`src/rtl/fdivsqrt_otfc2_seq_if.sv`:
```
// rtl/fdivsqrt_otfc2_seq_if.sv - digit/handshake bundle between the div/sqrt FSM and the OTFC stage
interface fdivsqrt_otfc2_seq_if #(
   parameter int DIVb = 56
);
   localparam int W = DIVb + 4;

   logic         Start;
   logic         SqrtE;
   logic         Kill;
   logic         Step;
   logic         up;
   logic         uz;
   logic [W-1:0] U;
   logic [W-1:0] UM;
   logic [W-1:0] C;
   logic         Busy;
   logic         Done;

   modport master (
      output Start, SqrtE, Kill, Step, up, uz,
      input  U, UM, C, Busy, Done
   );

   modport slave (
      input  Start, SqrtE, Kill, Step, up, uz,
      output U, UM, C, Busy, Done
   );
endinterface

```
`src/rtl/fdivsqrt_otfc2_seq.sv`:
```
// rtl/fdivsqrt_otfc2_seq.sv - radix-2 on-the-fly conversion registers (U, UM, C) with iteration FSM
module fdivsqrt_otfc2_seq #(
   parameter int DIVb  = 56,
   parameter int ITERS = 57
) (
   input  logic                  clk,
   input  logic                  reset,
   fdivsqrt_otfc2_seq_if.slave   bus
);
   localparam int W  = DIVb + 4;
   localparam int CW = $clog2(ITERS + 1);

   if (ITERS < 1 || ITERS > DIVb + 1) begin : g_bad_iters
      $error("fdivsqrt_otfc2_seq: ITERS must be in 1..DIVb+1");
   end

   typedef enum logic [1:0] {
      s_idle,
      s_busy,
      s_done
   } state_t;

   state_t        state, state_nxt;
   logic [W-1:0]  u_q, um_q, c_q;
   logic [W-1:0]  u_d, um_d, c_d;
   logic [W-1:0]  k;
   logic [CW-1:0] cnt_q, cnt_d;

   // weight of the digit about to be accepted: lowest set bit of the mask
   assign k = c_q & ~(c_q << 1);

   always_comb begin
      state_nxt = state;
      u_d       = u_q;
      um_d      = um_q;
      c_d       = c_q;
      cnt_d     = cnt_q;
      case (state)
         s_idle: begin
            if (bus.Start && !bus.Kill) begin
               state_nxt = s_busy;
               cnt_d     = '0;
               um_d      = '0;
               if (bus.SqrtE) begin
                  u_d = W'(1) << DIVb;
                  c_d = ~((W'(1) << (DIVb - 1)) - W'(1));
               end else begin
                  u_d = '0;
                  c_d = ~((W'(1) << DIVb) - W'(1));
               end
            end
         end
         s_busy: begin
            if (bus.Kill) begin
               state_nxt = s_idle;
            end else if (bus.Step) begin
               if (bus.up) begin
                  u_d  = u_q | k;
                  um_d = u_q;
               end else if (bus.uz) begin
                  um_d = um_q | k;
               end else begin
                  u_d  = um_q | k;
               end
               c_d   = {1'b1, c_q[W-1:1]};
               cnt_d = cnt_q + CW'(1);
               if (cnt_q == CW'(ITERS - 1)) begin
                  state_nxt = s_done;
               end
            end
         end
         s_done:  state_nxt = s_idle;
         default: state_nxt = s_idle;
      endcase
   end

   always_ff @(posedge clk) begin
      if (reset) begin
         state <= s_idle;
         u_q   <= '0;
         um_q  <= '0;
         c_q   <= '0;
         cnt_q <= '0;
      end else begin
         state <= state_nxt;
         u_q   <= u_d;
         um_q  <= um_d;
         c_q   <= c_d;
         cnt_q <= cnt_d;
      end
   end

   assign bus.U    = u_q;
   assign bus.UM   = um_q;
   assign bus.C    = c_q;
   assign bus.Busy = (state == s_busy);
   assign bus.Done = (state == s_done);

   // a zero prefix has no representable UM, and once C saturates K stops advancing
   a_um_inv: assert property (@(posedge clk) disable iff (reset)
      (state == s_busy && bus.Step && !bus.Kill && c_q != '1)
      |=> (u_q == '0 || um_q == u_q - $past(k)));
endmodule
```
`src/flat_wrapper.sv`:
```
// flat-port wrapper written by rule: the top's interface ports become plain ports
module fdivsqrt_otfc2_seq_flat 
#(
   parameter int DIVb  = 56,
   parameter int ITERS = 57
)
  (clk, reset, bus_Start, bus_SqrtE, bus_Kill, bus_Step, bus_up, bus_uz, bus_U, bus_UM, bus_C, bus_Busy, bus_Done);
  fdivsqrt_otfc2_seq_if #(.DIVb(DIVb)) bus_i ();
  input  logic clk;
  input  logic reset;
  input wire logic [$bits(bus_i.Start)-1:0] bus_Start;
  input wire logic [$bits(bus_i.SqrtE)-1:0] bus_SqrtE;
  input wire logic [$bits(bus_i.Kill)-1:0] bus_Kill;
  input wire logic [$bits(bus_i.Step)-1:0] bus_Step;
  input wire logic [$bits(bus_i.up)-1:0] bus_up;
  input wire logic [$bits(bus_i.uz)-1:0] bus_uz;
  output wire logic [$bits(bus_i.U)-1:0] bus_U;
  output wire logic [$bits(bus_i.UM)-1:0] bus_UM;
  output wire logic [$bits(bus_i.C)-1:0] bus_C;
  output wire logic [$bits(bus_i.Busy)-1:0] bus_Busy;
  output wire logic [$bits(bus_i.Done)-1:0] bus_Done;
  assign bus_i.Start = bus_Start;
  assign bus_i.SqrtE = bus_SqrtE;
  assign bus_i.Kill = bus_Kill;
  assign bus_i.Step = bus_Step;
  assign bus_i.up = bus_up;
  assign bus_i.uz = bus_uz;
  assign bus_U = bus_i.U;
  assign bus_UM = bus_i.UM;
  assign bus_C = bus_i.C;
  assign bus_Busy = bus_i.Busy;
  assign bus_Done = bus_i.Done;
  fdivsqrt_otfc2_seq #(.DIVb(DIVb), .ITERS(ITERS)) u_core (.clk(clk), .reset(reset), .bus(bus_i));
endmodule
```
`config.mk`:
```
export PLATFORM = sky130hd
export DESIGN_NAME = fdivsqrt_otfc2_seq_flat
export DESIGN_NICKNAME = d
export VERILOG_FILES = /design/src/rtl/fdivsqrt_otfc2_seq_if.sv /design/src/rtl/fdivsqrt_otfc2_seq.sv /design/src/flat_wrapper.sv
export SDC_FILE = /design/constraint.sdc
export NUM_CORES = 1
export LEC_CHECK = 0
export ABC_AREA = 1
export ABC_CLOCK_PERIOD_IN_PS = 2200
export CORE_UTILIZATION = 35
export CTS_BUF_LIST = sky130_fd_sc_hd__clkbuf_8
export DETAILED_ROUTE_END_ITERATION = 12
export GPL_TIMING_DRIVEN = 0
export SYNTH_ARGS = -nofsm -noshare
export SYNTH_HDL_FRONTEND = slang
export SYNTH_SLANG_ARGS = --single-unit
```
`constraint.sdc`:
```
create_clock -name clk -period 2.2 [get_ports clk]
set_input_delay 0.44 -clock clk [delete_from_list [all_inputs] [get_ports clk]]
set_output_delay 0.44 -clock clk [all_outputs]
set_load 0.05 [all_outputs]
```
==> results.json <==
{
  "crit_end": "bus_U[25]",
  "synth_cells": 1505,
  "maxCapViolCount": 0,
  "synth_area_leader_cell": "dfxtp_1",
  "period_share": 0.996,
  "firstDrtPassIters": 5,
  "antennaDiodeCount": 0,
  "io_pins": 190,
  "cts_tree": "yes",
  "vdd_drop_max_mv": 0.317,
  "r2r_start": "u_core.state[1]",
  "worstPathArrival_ns": 1.75,
  "cts_hold_buffers": 0,
  "hold_class": "register to register",
  "fin_crit_ns": 2.19,
  "slew_viol_final": 0,
  "die-height_um": 165,
  "critical_path.max_fanout": 3,
  "dr_total_vias": 10300,
  "synth_most_common_cell": "nand2_1",
  "synthFlopType": "dfxtp_1",
  "avgSynthCellArea_um2": 6.17,
  "post_cts_buffers": 0,
  "pwr_density_cell_nw_per_um2": 700,
  "fin_skew_ns": 0.0206,
  "cp_num_buf_inv": 1,
  "dieWidth_um": 165,
  "cp-end-kind": "primary output",
  "dieArea_um2": 27200,
  "synth_top_area_share": 0.406,
  "ys_ff_latch": 188,
  "area_growth_pct": 29.4,
  "max_freq_ghz": 0.456,
  "cts_root_buf": "clkbuf_8",
  "crit_required_ns": 1.76,
  "critPathLaunch": "u_core.bus.U[25]",
  "setup_viol": 0,
  "outcome": "complete, no violations",
  "startpoint_type": "register",
  "drc_errors": 0,
  "fin_util": 0.461,
  "core_area_um2": 26100,
  "antenna_found_initial": 0,
  "cp_slowest_cell": "clkdlybuf4s50_1",
  "nets": 1721,
  "final_layout_size_suffix_gt1_frac": 0.0481,
  "grt_max_degree": 20,
  "port_buffers": 188,
  "via_per_inst": 5.02,
  "rrSetupSlack_ns": 0.27,
  "nFillCells": 2728,
  "start_util": 0.356,
  "cts.repair.resized": 59,
  "crit_chain": "clkdlybuf4s50_1",
  "netlist_area_um2": 9280,
  "cts-buffers-inserted": 17,
  "h-tree-depth": 4,
  "slew_headroom": 0.414,
  "grt_pass1_vias": 9206,
  "crit_family": "buffers and inverters",
  "synth_area_leaders": "dfxtp_1 41%, nand2_1 18%, nor2_1 12%",
  "max_stage_delay_ns": 0.85,
  "place.gp.congestion": 0.869,
  "grtUsageTotal": 0.257,
  "netlist_top_cells_count": "433 x nand2_1, 307 x nor2_1, 188 x dfxtp_1",
  "cts.sinks": 188,
  "grt_first_pass_wirelength_mm": 52.4,
  "hold_ws_ns": 0.487,
  "yosys_warnings": 0,
  "routedWlPerCell_um": 16.8,
  "worstRegToRegCells": 8,
  "yosysUniqueCellTypes": 21,
  "clockBufferDepth": 2,
  "synth-edff-count": 0,
  "clk_pin_slew_ns": 0.11,
  "p_leak_nw": 5.90,
  "tightest_slew_ns": 0.878,
  "synth_nets": 1515,
  "cp_num_cells": 1,
  "num_rows": 59,
  "detail-route-antenna-nets": 0,
  "worst-setup-path-type": "register to primary output",
  "dr.first_iter.drc_count": 957,
  "seq_area_frac_synth": 0.406,
  "hpwl_mm": 24.8,
  "synthArstFlopShare": 0,
  "routed_wl_mm": 34.7,
  "crit-reg2reg-capture": "u_core.bus.UM[37]",
  "grt_overflow_total": 0,
  "hold_viol_final": 0,
  "clock_latency_ns": 0.49
}
-- per-layer routing --
layer  GRT usage  wire (um)  vias to the layer above  share of wire
met4      0.0676        656                        0          0.019
met5           0          0                        -              0
li1            -          -                     5097              -
met3      0.0495       2760                       42          0.080
met2       0.417      15900                      418           0.46
met1       0.346      15300                     4773           0.44
-- per-stage QoR --
step | setup slack (ns) | std cells | total power [mW] | TNS (ns) | cell area, um2
global route | -0.00230 | 2059 | 8.78 | -0.00230 | 12000
floorplan | 0.418 | 1505 | 5.35 | 0 | 9280
global placement | -0.524 | 2028 | 6.12 | -33.66 | 11600
detailed placement | -0.559 | 2028 | 6.14 | -33.59 | 11600
finish | 0.00845 | 2059 | 8.40 | 0 | 12000
CTS | 0.000710 | 2059 | 8.43 | 0 | 11900
-- flip-flops by register name (all words and copies together) (netlist names) --
register       count
u_core.bus.U      60
u_core.bus.C      60
u_core.cnt_q       6
u_core.state       2
u_core.bus.UM     60
-- cell usage in the layout, fill, tap and decap left out --
cell,Yosys,routed
a211oi_1,4,4
a21oi_1,146,146
buf_1,8,8
buf_2,31,30
buf_4,10,10
buf_6,1,1
buf_8,0,1
bufinv_16,0,1
clkbuf_1,44,42
clkbuf_2,0,1
clkbuf_4,0,1
clkbuf_8,0,17
clkdlybuf4s50_1,0,99
clkinv_2,0,1
clkinv_4,0,3
clkinvlp_4,0,3
dfxtp_1,188,188
dlygate4sd2_1,0,52
dlymetal6s2s_1,0,36
ha_1,2,2
inv_1,153,153
inv_2,4,4
inv_6,0,3
inv_8,0,4
nand2_1,433,433
nand2_4,1,1
nand3_1,52,52
nand3_2,1,1
nand4_1,4,4
nor2_1,307,307
nor2_4,0,1
nor4_1,1,1
o211ai_1,15,15
o21ai_0,99,99
-- final cells by class --
| type | count | area (um2) | share of cell area |
|---|---|---|---|
| Buffer | 93 | 444 | 0.0370 |
| Tap cell | 335 | 419 | 0.0349 |
| Timing Repair Buffer | 188 | 1900 | 0.159 |
| Clock buffer | 17 | 234 | 0.0195 |
| Inverter | 157 | 589 | 0.0491 |
| Sequential cell | 188 | 3760 | 0.313 |
| Clock inverter | 15 | 155 | 0.0129 |
| Multi-Input combinational cell | 1066 | 4500 | 0.374 |
-- how the worst min path moves through the flow --
stage / startpoint / to / slack, ns / cells after the start
detailed placement: u_core.bus.U[43] / u_core.bus.U[43] / 0.47 / 2
global route: u_core.bus.UM[51] / u_core.bus.UM[51] / 0.51 / 2
floorplan: u_core.cnt_q[4] / u_core.cnt_q[4] / 0.47 / 2
CTS: u_core.bus.U[43] / u_core.bus.U[43] / 0.49 / 2
global placement: u_core.bus.U[43] / u_core.bus.U[43] / 0.47 / 2
finish: u_core.bus.U[43] / u_core.bus.U[43] / 0.49 / 2
-- power breakdown --
part / switching [mW] / internal (mW) / leakage [nW]
logic: 1.58 / 0.623 / 4.17
clock network: 1.44 / 0.939 / 0.191
registers: 0.225 / 3.60 / 1.54
total: 3.24 / 5.16 / 5.90
-- kinds of logic (layout without fill, tap and decap cells) --
| kind of cell | count (synthesis) | in the layout | share of synthesized area |
|---|---|---|---|
| buffers and inverters | 251 | 470 | 0.111 |
| flip-flops | 188 | 188 | 0.406 |
| AND/OR/NAND/NOR | 800 | 800 | 0.334 |
| AO/OA/AOI/OAI | 264 | 264 | 0.147 |
| adder cells (fa/ha/maj) | 2 | 2 | 0.00270 |
Power figures use the tool's default switching activity.
